==> config.mk <==
export PLATFORM = sky130hd
export DESIGN_NAME = tc_io_pad_ctrl
export DESIGN_NICKNAME = d
export VERILOG_FILES = /design/src/rtl/tc_io_pad_ctrl.sv
export SDC_FILE = /design/constraint.sdc
export NUM_CORES = 1
export LEC_CHECK = 0
export ABC_AREA = 1
export BUFFER_PORTS_ARGS = -buffer_cell sky130_fd_sc_hd__buf_2
export CORE_MARGIN = 2
export CORE_UTILIZATION = 54
export DETAILED_ROUTE_END_ITERATION = 7
export PLACE_DENSITY = 0.89
export SETUP_SLACK_MARGIN = 0.05
export SYNTH_ARGS = -nofsm -noshare
export SYNTH_HDL_FRONTEND = slang
export SYNTH_SLANG_ARGS = --single-unit
export TNS_END_PERCENT = 100
==> constraint.sdc <==
create_clock -name clk_i -period 3.1 [get_ports clk_i]
set_input_delay 0.155 -clock clk_i [delete_from_list [all_inputs] [get_ports clk_i]]
set_output_delay 0.155 -clock clk_i [all_outputs]
set_load 0.03 [all_outputs]
==> src/rtl/tc_io_pad_ctrl.sv <==
// Pad configuration sequencer: applies direction/drive/pull changes to a bank of IO cells,
// isolating a pad for a settle window before any oe or pull change, and synchronises pad input data.
module tc_io_pad_ctrl #(
  parameter int            NumPads      = 8,
  parameter int            SettleCycles = 4,
  parameter logic [3:0]    DefaultDrive = 4'h4,
  localparam int           PadIdxW      = (NumPads > 1) ? $clog2(NumPads) : 1
) (
  input  logic                   clk_i,
  input  logic                   rst_i,
  input  logic                   cfg_valid_i,
  output logic                   cfg_ready_o,
  input  logic [PadIdxW-1:0]     cfg_pad_i,
  input  logic                   cfg_oe_i,
  input  logic [3:0]             cfg_drive_i,
  input  logic [1:0]             cfg_pull_i,
  output logic                   err_o,
  output logic                   busy_o,
  input  logic [NumPads-1:0]     core_data_i,
  output logic [NumPads-1:0]     core_data_o,
  output logic [NumPads-1:0]     io_data_o,
  input  logic [NumPads-1:0]     io_data_i,
  output logic [NumPads-1:0]     io_direction_oe_no,
  output logic [4*NumPads-1:0]   io_driving_strength_o,
  output logic [NumPads-1:0]     io_pullup_en_o,
  output logic [NumPads-1:0]     io_pulldown_en_o
);

  localparam int                CntW      = $clog2(SettleCycles + 1);
  localparam logic [PadIdxW:0]  NumPadsW  = (PadIdxW + 1)'(NumPads);

  typedef enum logic {IDLE, SETTLE} state_t;

  state_t               state, state_next;
  logic [CntW-1:0]      cnt;
  logic [NumPads-1:0]   oe_no_q, pu_q, pd_q;
  logic [3:0]           drv_q [NumPads];
  logic [NumPads-1:0]   sync1_q, sync2_q;
  logic                 err_q;

  logic [PadIdxW-1:0]   lat_pad;
  logic                 lat_oe;
  logic [3:0]           lat_drive;
  logic [1:0]           lat_pull;

  logic                 handshake, bad, in_range;
  logic [PadIdxW-1:0]   pad_sel;
  logic                 cur_oe;
  logic [1:0]           cur_pull;
  logic [3:0]           cur_drive;
  logic                 do_seq, do_drive, do_apply;

  assign handshake = cfg_valid_i && (state == IDLE) && !rst_i;
  assign in_range  = ({1'b0, cfg_pad_i} < NumPadsW);
  assign bad       = (cfg_pull_i == 2'b11) || !in_range;
  // Out-of-range indices must not read past the register arrays.
  assign pad_sel   = in_range ? cfg_pad_i : '0;
  assign cur_oe    = ~oe_no_q[pad_sel];
  assign cur_pull  = {pd_q[pad_sel], pu_q[pad_sel]};
  assign cur_drive = drv_q[pad_sel];

  always_comb begin
    state_next = state;
    do_seq     = 1'b0;
    do_drive   = 1'b0;
    do_apply   = 1'b0;
    case (state)
      IDLE: begin
        if (handshake && !bad) begin
          if ((cfg_oe_i != cur_oe) || (cfg_pull_i != cur_pull)) begin
            do_seq     = 1'b1;
            state_next = SETTLE;
          end else if (cfg_drive_i != cur_drive) begin
            do_drive = 1'b1;
          end
        end
      end
      SETTLE: begin
        if (cnt == '0) begin
          do_apply   = 1'b1;
          state_next = IDLE;
        end
      end
      default: state_next = IDLE;
    endcase
  end

  always_ff @(posedge clk_i) begin
    if (rst_i) state <= IDLE;
    else       state <= state_next;
  end

  always_ff @(posedge clk_i) begin
    if (rst_i) begin
      oe_no_q   <= '1;
      pu_q      <= '0;
      pd_q      <= '0;
      for (int i = 0; i < NumPads; i++) drv_q[i] <= DefaultDrive;
      sync1_q   <= '0;
      sync2_q   <= '0;
      err_q     <= 1'b0;
      cnt       <= '0;
      lat_pad   <= '0;
      lat_oe    <= 1'b0;
      lat_drive <= '0;
      lat_pull  <= '0;
    end else begin
      sync1_q <= io_data_i;
      sync2_q <= sync1_q;
      err_q   <= handshake && bad;
      if (do_drive) drv_q[cfg_pad_i] <= cfg_drive_i;
      // Break-before-make: isolate the pad now, drive strength is left as-is.
      if (do_seq) begin
        oe_no_q[cfg_pad_i] <= 1'b1;
        pu_q[cfg_pad_i]    <= 1'b0;
        pd_q[cfg_pad_i]    <= 1'b0;
        lat_pad            <= cfg_pad_i;
        lat_oe             <= cfg_oe_i;
        lat_drive          <= cfg_drive_i;
        lat_pull           <= cfg_pull_i;
        cnt                <= CntW'(SettleCycles - 1);
      end
      if (state == SETTLE) begin
        if (do_apply) begin
          oe_no_q[lat_pad] <= ~lat_oe;
          drv_q[lat_pad]   <= lat_drive;
          pu_q[lat_pad]    <= lat_pull[0];
          pd_q[lat_pad]    <= lat_pull[1];
        end else begin
          cnt <= cnt - 1'b1;
        end
      end
    end
  end

  for (genvar i = 0; i < NumPads; i++) begin : g_drive
    assign io_driving_strength_o[4*i +: 4] = drv_q[i];
  end

  assign cfg_ready_o        = (state == IDLE) || rst_i;
  assign busy_o             = (state == SETTLE);
  assign err_o              = err_q;
  assign core_data_o        = sync2_q;
  assign io_data_o          = core_data_i;
  assign io_direction_oe_no = oe_no_q;
  assign io_pullup_en_o     = pu_q;
  assign io_pulldown_en_o   = pd_q;

endmodule
==> results of run 1 <==
[layout by cell type (no fill, tap or decap), drive strengths merged]
cell type      n
nand2        179
buf           94
nor2          91
inv           77
dfxtp         55
nand3         47
o21ai         38
edfxtp        32
a21oi         27
clkbuf         9
dlygate4sd3    8
nor3           5
or2            5
o211ai         4
clkinv         4
xor2           2
ha             2
clkinvlp       1
[cells by family after synthesis]
| logic type | after synthesis | synth area share, % |
|---|---|---|
| AOI/OAI and AO/OA | 69 | 8.28 |
| xor gates and xnor gates | 2 | 0.408 |
| adders and majority gates | 2 | 0.583 |
| buffers and inverters | 101 | 11.2 |
| DFF | 87 | 48.1 |
| and+or+nand+nor | 327 | 31.5 |
[layout make-up]
type | instances | area (um^2) | area share [%]
clock buffer | 9 | 124 | 2.49
sequential | 87 | 2060 | 41.4
tap | 102 | 128 | 2.56
multi-input combinational | 400 | 1750 | 35.1
timing repair buffer | 102 | 568 | 11.4
inverter | 75 | 287 | 5.76
clock inverter | 7 | 62.6 | 1.26
[per-stage QoR]
| step | worst slack [ns] | power [W] |
|---|---|---|
| CTS | 0.527 | 0.00236 |
| global route | 0.108 | 0.00246 |
| detailed placement | 0.412 | 0.00161 |
| global placement | 0.481 | 0.00160 |
| floorplan | 0.919 | 0.00153 |
| finish | 0.511 | 0.00236 |
[sequential cells by signal (all words and copies together), names as in the netlist, 2 cells and up]
signal / count
io_pullup_en_o: 8
lat_pad: 3
lat_pull: 2
sync1_q: 8
core_data_o: 8
io_direction_oe_no: 8
drv_q: 32
lat_drive: 4
io_pulldown_en_o: 8
cnt: 3
[power by group]
group / internal (W) / leakage (nW) / total, W / switching (W)
registers: 0.00122 / 0.753 / 0.00125 / 0.0000260
clock network: 0.000309 / 0.0942 / 0.000769 / 0.000460
logic: 0.000102 / 1.61 / 0.000346 / 0.000243
total: 0.00163 / 2.46 / 0.00236 / 0.000730
[what timing repair did]
item / CTS / global route
endpoints found under the setup margin: 0 / 0
endpoints found under the hold margin: 8 / 0
hold buffers: 8 / 0
[critical path: stages (launching register included)]
cell	delay (ns)
dfxtp_1	0.33
inv_1	0.10
ha_1	0.15
inv_1	0.03
nor2_1	0.15
inv_1	0.12
nor2_1	0.10
nand2_1	0.29
o21ai_0	0.29
buf_4	0.18
inv_1	0.08
nor2_1	0.23
nand2_4	0.09
nand2_1	0.15
[routing by layer]
metal  routed length (um)  global-route usage [%]  up-vias
li1                     -                       -     2018
met1                 4650                    33.6     1857
met2                 5340                    44.5      166
met3                  794                    5.08       26
met4                  253                    10.0        0
met5                    0                       0        -
[worst max-delay path by stage]
stage,from,endpoint,depth (start not counted)
6_report,cnt[0]$_SDFF_PP0_,drv_q[5][1]$_SDFFCE_PN0P_,13
5_1_grt,cnt[0]$_SDFF_PP0_,drv_q[2][0]$_SDFFCE_PN0P_,12
4_1_cts,cnt[0]$_SDFF_PP0_,drv_q[5][3]$_SDFFCE_PN0P_,13
3_5_place_dp,cfg_pad_i[0],drv_q[1][1]$_SDFFCE_PN0P_,13
3_3_place_gp,cfg_pad_i[0],drv_q[0][3]$_SDFFCE_PN0P_,13
2_1_floorplan,cnt[0]$_SDFF_PP0_,drv_q[5][0]$_SDFFCE_PN0P_,12
[Yosys cell counts, types with 3 or more instances]
| master | number | area share [%] |
|---|---|---|
| o21ai_0 | 37 | 4.3 |
| inv_1 | 71 | 6.2 |
| buf_6 | 4 | 1.0 |
| edfxtp_1 | 32 | 22 |
| buf_2 | 3 | 0.35 |
| nand3_1 | 46 | 5.4 |
| a21oi_1 | 27 | 3.1 |
| o211ai_1 | 4 | 0.70 |
| dfxtp_1 | 55 | 26 |
| nand2_4 | 3 | 0.79 |
| or2_2 | 5 | 0.73 |
| clkbuf_1 | 7 | 0.61 |
| nor3_1 | 5 | 0.58 |
| nor2_1 | 88 | 7.7 |
| buf_4 | 9 | 1.6 |
| nand2_1 | 174 | 15 |
==> impl_metrics.json, run 1 <==
{
  "required_ns": 3.16,
  "maxCapViolCount": 0,
  "grt_pass1_vias": 3882,
  "post_cts_resized": 0,
  "hold_viol": 0,
  "area_growth_pct": 16.0,
  "num_rows": 32,
  "via_count": 4067,
  "gp_congestion": 0.906,
  "antenna_found_initial": 0,
  "min_path_type": "primary input to flip-flop",
  "syn_inst": 588,
  "grt_pass1_wl_um": 18000,
  "viasPerCell": 5.20,
  "status": "finished clean",
  "path_class": "flip-flop to flip-flop",
  "dpl-instance-area_um2": 4710,
  "num_antenna_cells": 0,
  "synth-seq-cells": 87,
  "dp_hpwl_um": 7920,
  "final_nets": 706,
  "numClockSinks": 87,
  "wl_per_cell_um": 14.1,
  "worstReg2RegEnd": "drv_q[5][1]$_SDFFCE_PN0P_",
  "die_area_um2": 8670,
  "post_cts_buffers": 0,
  "final_area_um2": 4980,
  "syn-num-nets": 619,
  "worstMarginPinSlew_ns": 0.714,
  "firstDrtPassIters": 7,
  "finalSetupViolCount": 0,
  "finalMaxSlewViolations": 0,
  "power.density_nw_per_um2": 474,
  "grt_max_degree": 45,
  "cts_buffer_depth": 2,
  "cts_max_level": 3,
  "cts_tree": "built",
  "slew-limit-headroom_pct": 52.4,
  "clk_pin_slew_worst_paths_ns": 0.10,
  "rr_startpoint": "cnt[0]$_SDFF_PP0_",
  "synth_edf_count": 32,
  "final.min_clock_period_ns": 2.59,
  "layout-drive-gt1-share_pct": 18.5,
  "setup_tns_ns": 0,
  "ys_seq_area_share_pct": 48.1,
  "core-area_um2": 7730,
  "fmax_mhz": 386,
  "crit_path_end_kind": "flip-flop",
  "p_leak_nw": 2.46,
  "whs_path_depth": 3,
  "die_y_um": 93.1,
  "numPortBuffers": 87,
  "overflow": 0,
  "route.detailed.drc": 0,
  "r2r_slack_ns": 0.51,
  "ant_nets": 0,
  "reg2reg_depth": 13,
  "fillers": 653,
  "placed_cells": 758,
  "synth_cell_types": 29,
  "root_buffer": "clkbuf_8",
  "track_usage_pct": 26.4,
  "cp_max_fo": 15,
  "io_pins": 104,
  "syn_avg_cell_area_um2": 7.30,
  "cp-start-kind": "flip-flop",
  "ys_warn_count": 0,
  "final_util_pct": 64.4,
  "clk_latency_ns": 0.36,
  "synth.cell_area_um2": 4290,
  "irDropWorstVdd_uv": 405,
  "drt_iter0_markers": 393,
  "hp-start": "cfg_valid_i",
  "fp.dieW_um": 93.1,
  "ys.flop_type": "dfxtp_1",
  "drt_wl_total_um": 11000,
  "holdWs_ns": 0.0576,
  "start_util_pct": 55.5,
  "arrival_ns": 2.65,
  "skew_ns": 0.0118,
  "hold_end": "err_o$_SDFF_PP0_",
  "cts_buffers": 9,
  "rsz0062_at_grt": "false",
  "fin_crit_sh_pct": 83.5,
  "ys_async_sr_fraction_pct": 0,
  "fin_cells": 782
}
No activity file was read; power rests on OpenSTA's default activity.
==> run 2: changes to the inputs <==
Settings changed: ABC_AREA 1 to 0, CORE_UTILIZATION 54 to 53.
Clock period 3.1 ns to 2.7 ns, I/O delays scaled along.
==> impl_metrics.json, run 2 <==
{
  "status": "finished clean",
  "num_antenna_cells": 0,
  "area_growth_pct": 21.8,
  "fp.dieW_um": 91.8,
  "layout-drive-gt1-share_pct": 27.5,
  "route.detailed.drc": 0,
  "worstMarginPinSlew_ns": 0.742,
  "fin_cells": 608,
  "maxCapViolCount": 0,
  "die_area_um2": 8420,
  "min_path_type": "primary input to flip-flop",
  "syn_avg_cell_area_um2": 10.1,
  "cts_max_level": 3,
  "clk_latency_ns": 0.38,
  "start_util_pct": 53.7,
  "fmax_mhz": 401,
  "via_count": 3606,
  "final_nets": 532,
  "cts_buffer_depth": 2,
  "antenna_found_initial": 0,
  "syn_inst": 405,
  "path_class": "flip-flop to flip-flop",
  "overflow": 0,
  "placed_cells": 584,
  "post_cts_buffers": 0,
  "multiInputGateArea_um2": 1790,
  "cts_buffers": 9,
  "layout_common_cells": "buf_2, dfxtp_1, mux2i_1",
  "syn-num-nets": 436,
  "synth_edf_count": 32,
  "viasPerCell": 5.93,
  "crit_path_end_kind": "flip-flop",
  "synth_cell_types": 45,
  "cts_tree": "built",
  "slowest_delay_ns": 0.44,
  "yosysTopAreaCell": "dfxtp_1",
  "clk_pin_slew_worst_paths_ns": 0.11,
  "final.min_clock_period_ns": 2.49,
  "power.density_nw_per_um2": 545,
  "top_register": "drv_q",
  "slew-limit-headroom_pct": 50.4,
  "arrival_ns": 2.58,
  "cp-start-kind": "flip-flop",
  "p_leak_nw": 1.98,
  "finalSetupViolCount": 0,
  "yosysMostFrequentCell": "dfxtp_1",
  "root_buffer": "clkbuf_8",
  "core-area_um2": 7610,
  "ys_top_cells_by_area": "dfxtp_1, edfxtp_1, mux2i_1",
  "numClockSinks": 87,
  "grt_max_degree": 41,
  "wl_per_cell_um": 17.9,
  "dp_hpwl_um": 7800,
  "grt_pass1_vias": 3532,
  "synth-seq-cells": 87,
  "ys.flop_type": "dfxtp_1",
  "track_usage_pct": 26.2,
  "io_pins": 104,
  "required_ns": 2.79,
  "synth.cell_area_um2": 4080,
  "hold_viol": 0,
  "ant_nets": 0,
  "irDropWorstVdd_uv": 377,
  "path_cells": "nand2b_1 > mux4_2 > o311ai_1 > xor2_1 > nor4b_1 > o31a_1 > buf_12 > o31ai_1 > buf_4",
  "synth_commonest_cells": "dfxtp_1, mux2i_1, nor2_1",
  "ys_async_sr_fraction_pct": 0,
  "numPortBuffers": 87,
  "skew_ns": 0.0135,
  "drt_wl_total_um": 10900,
  "cpMaxStageDelayCell": "mux4_2",
  "num_rows": 32,
  "finalMaxSlewViolations": 0,
  "rsz0062_at_grt": "false",
  "gp_congestion": 0.927,
  "die_y_um": 91.8,
  "drt_iter0_markers": 362,
  "cp_max_fo": 40,
  "firstDrtPassIters": 5,
  "seq_area_um2": 2060,
  "ys_seq_area_share_pct": 50.5,
  "largest_reg_flops": 32,
  "setup_tns_ns": 0,
  "fin_crit_sh_pct": 92.3,
  "synth_top_area_share_pct": 27.0,
  "final_common_cell": "buf_2",
  "ys_warn_count": 0,
  "fillers": 593,
  "grt_pass1_wl_um": 17200
}
## run 2: logic make-up after synthesis
kind of cell / Yosys count / synth area share [%]
simple gates: 157 / 20.2
fa+ha+maj: 2 / 0.613
mux: 39 / 9.96
compound gates: 70 / 12.1
flops: 87 / 50.5
xor+xnor: 4 / 0.858
buf+inv: 46 / 5.79
## run 2: power by group
| part | internal (W) | switching [W] |
|---|---|---|
| Sequential | 0.00140 | 0.0000230 |
| Clock | 0.000365 | 0.000554 |
| Combinational | 0.000142 | 0.000231 |
| Total | 0.00190 | 0.000808 |
## run 2: final timing paths
check / start / to / slack (ns) / cells past startpoint
setup / recovery: drv_q[1][1]$_SDFFCE_PN0P_ / drv_q[3][3]$_SDFFCE_PN0P_ / 0.21 / 9
setup reg to reg: drv_q[1][1]$_SDFFCE_PN0P_ / drv_q[3][3]$_SDFFCE_PN0P_ / 0.21 / 9
hold reg to reg: sync1_q[3]$_SDFF_PP0_ / core_data_o[3]$_SDFF_PP0_ / 0.45 / 1
hold / removal: cfg_pull_i[1] / lat_pull[1]$_SDFFE_PP0N_ / 0.02 / 3
## run 2: metal layers
metal  GRT usage [%]  part of all wire [%]  wire length [um]  vias up
li1                -                     -                 -     1665
met3            7.15                   9.3              1020       46
met5               0                     0                 0        -
met4            11.4                   3.2               354        0
met2            43.6                    49              5320      196
met1            32.1                    39              4200     1699
## run 2: timing repair
action / CTS / global route
gates resized for setup: 0 / 0
endpoints found under the hold margin: 8 / 0
hold buffers: 8 / 0
## run 2: through the flow
step                area, um^2  hold slack (ns)  utilization [%]  worst slack (ns)  power (W)
floorplan                 4080            0.244                -          -0.00181    0.00170
global placement          4690            0.270             61.7            0.0876    0.00179
detailed placement        4690            0.270             61.7            0.0254    0.00180
CTS                       4970           0.0114             65.4             0.206    0.00271
global route              4970           0.0214             65.4            0.0651    0.00280
finish                    4970           0.0248             65.4             0.207    0.00271
## run 2: worst max-delay path, delay by kind of cell, from the launching register on
| family | cells | cell delay [ns] |
|---|---|---|
| AOI/OAI and AO/OA | 3 | 0.68 |
| xor gates and xnor gates | 1 | 0.18 |
| buffers and inverters | 2 | 0.36 |
| DFF | 1 | 0.38 |
| muxes | 1 | 0.44 |
| and+or+nand+nor | 2 | 0.15 |
## run 2: cell type report
class	count	share of cell area, %
flip-flops and latches	87	41.5
multi-input cells	272	36.0
repair buffers	122	15.2
well taps	102	2.57
clock buffers	9	2.49
clock inverters	7	1.56
inverters	9	0.679
==> run 3: changes to the inputs <==
Settings changed: BUFFER_PORTS_ARGS -buffer_cell sky130_fd_sc_hd__buf_2 to -buffer_cell sky130_fd_sc_hd__clkbuf_2.
==> impl_metrics.json, run 3 (same netlist as run 2, synthesis figures left out) <==
{
  "clk_latency_ns": 0.36,
  "hold_viol": 0,
  "cp-start-kind": "flip-flop",
  "via_count": 3615,
  "hold_end": "sync1_q[2]$_SDFF_PP0_",
  "grt_max_degree": 37,
  "cp_num_buf_inv": 1,
  "gp_congestion": 0.941,
  "holdWs_ns": 0.0177,
  "area_growth_pct": 22.7,
  "power.density_nw_per_um2": 544,
  "layout-drive-gt1-share_pct": 28.7,
  "die_y_um": 91.8,
  "cpMaxStageDelayCell": "mux4_2",
  "wirelength_met1_um": 4390,
  "route.detailed.drc": 0,
  "fin_crit_sh_pct": 96.0,
  "io_pins": 104,
  "path_class": "flip-flop to flip-flop",
  "die_area_um2": 8420,
  "crit_family": "compound AO/OA/AOI/OAI gates",
  "r2r_slack_ns": 0.11,
  "root_buffer": "clkbuf_8",
  "clk_pin_slew_worst_paths_ns": 0.09,
  "grt_pass1_vias": 3441,
  "fmax_mhz": 386,
  "drt_iter0_markers": 564,
  "cts_buffer_depth": 2,
  "fillers": 579,
  "placed_cells": 588,
  "drt_wl_total_um": 10800,
  "num_rows": 32,
  "reg2reg_depth": 8,
  "start_util_pct": 53.7,
  "ant_nets": 0,
  "fin_cells": 611,
  "cts_max_level": 3,
  "irDropWorstVdd_uv": 380,
  "status": "finished clean",
  "crit_path_end_kind": "flip-flop",
  "arrival_ns": 2.62,
  "setup_tns_ns": 0,
  "top_register": "drv_q",
  "cts_tree": "built",
  "path_cells": "mux2i_1 > mux4_2 > o311ai_1 > xor2_1 > nor4b_1 > o31a_1 > buf_12 > o21ai_1",
  "slew-limit-headroom_pct": 46.7,
  "p_leak_nw": 2.00,
  "numClockSinks": 87,
  "fin_ws_ns": 0.107,
  "core-area_um2": 7610,
  "track_usage_pct": 26.0,
  "multiInputGateArea_um2": 1810,
  "worstMarginPinSlew_ns": 0.798,
  "final_common_cell": "clkbuf_2",
  "wl_per_cell_um": 17.7,
  "worstReg2RegEnd": "drv_q[1][0]$_SDFFCE_PN0P_",
  "overflow": 0,
  "maxCapViolCount": 0,
  "dp_slack_ns": 0.00542,
  "num_antenna_cells": 0,
  "viasPerCell": 5.92,
  "hp-start": "io_data_i[2]",
  "wl_met3_um": 893,
  "cts_buffers": 9,
  "finalSetupViolCount": 0,
  "grt_pass1_wl_um": 17200,
  "layout_common_cells": "clkbuf_2, dfxtp_1, mux2i_1",
  "rr_startpoint": "drv_q[7][1]$_SDFFCE_PN0P_",
  "skew_ns": 0.0151,
  "largest_reg_flops": 32,
  "final_nets": 535,
  "antenna_found_initial": 0,
  "wl_met2_um": 5190,
  "rsz0062_at_grt": "false",
  "cp_max_fo": 30,
  "seq_area_um2": 2060,
  "dp_hpwl_um": 8010,
  "firstDrtPassIters": 6,
  "finalMaxSlewViolations": 0,
  "slowest_delay_ns": 0.48,
  "required_ns": 2.72,
  "routed.top_layer": "met4",
  "final.min_clock_period_ns": 2.59,
  "whs_path_depth": 2,
  "min_path_type": "primary input to flip-flop",
  "numPortBuffers": 87,
  "finalPower_w": 0.00273,
  "fp.dieW_um": 91.8
}
## run 3: cell types whose count changed in the layout (fill, tap and decap cells not counted), sizes merged
cell and change:
clkbuf +88, buf -83, clkinv -3, clkinvlp +1
dlygate4sd3 -1, inv +1
## run 3: worst max path at each step
stage                                      endpoint  slack, ns                       from  cells after the start
after floorplan           drv_q[2][0]$_SDFFCE_PN0P_     -0.002  drv_q[7][1]$_SDFFCE_PN0P_                      8
after global placement    drv_q[4][1]$_SDFFCE_PN0P_       0.09               cfg_pad_i[0]                     11
after detailed placement  drv_q[6][0]$_SDFFCE_PN0P_      0.005               cfg_pad_i[0]                     11
after CTS                 drv_q[6][2]$_SDFFCE_PN1P_        0.1  drv_q[7][1]$_SDFFCE_PN0P_                      9
after global routing      drv_q[0][2]$_SDFFCE_PN1P_       0.05  drv_q[3][1]$_SDFFCE_PN0P_                      9
final                     drv_q[1][0]$_SDFFCE_PN0P_       0.11  drv_q[7][1]$_SDFFCE_PN0P_                      8
## run 3: layout make-up
| cell class | instances | share of cell area (%) |
|---|---|---|
| repair buffers | 125 | 15.5 |
| flip-flops and latches | 87 | 41.2 |
| clock inverters | 6 | 1.10 |
| multi-input cells | 272 | 36.1 |
| well taps | 102 | 2.55 |
| inverters | 9 | 0.674 |
| clock buffers | 10 | 2.97 |
## run 3: per-stage QoR
stage	util, %	cell area [um^2]
2_1_floorplan	-	4080
3_5_place_dp	62.1	4720
3_3_place_gp	62.1	4720
4_1_cts	65.4	4970
6_report	65.9	5010
5_1_grt	65.9	5010
## run 3: report_power, final
group / internal [W] / total, W / leakage (nW) / switching [W]
sequential: 0.00140 / 0.00142 / 0.751 / 0.0000259
clock: 0.000410 / 0.000930 / 0.0985 / 0.000520
combinational: 0.000143 / 0.000375 / 1.15 / 0.000231
## run 3: metal layers
metal / vias to the layer above / global-route usage, %
met4: 0 / 9.83
met3: 37 / 4.85
met1: 1687 / 34.8
met2: 218 / 42.2
li1: 1673 / -
met5: - / 0
## run 3: repair_timing
| item | CTS | global route |
|---|---|---|
| hold buffers | 5 | 2 |
| buffers inserted | 0 | 0 |
| hold endpoints to repair | 5 | 2 |
| setup endpoints to repair | 0 | 12 |
| gates resized for setup | 0 | 3 |
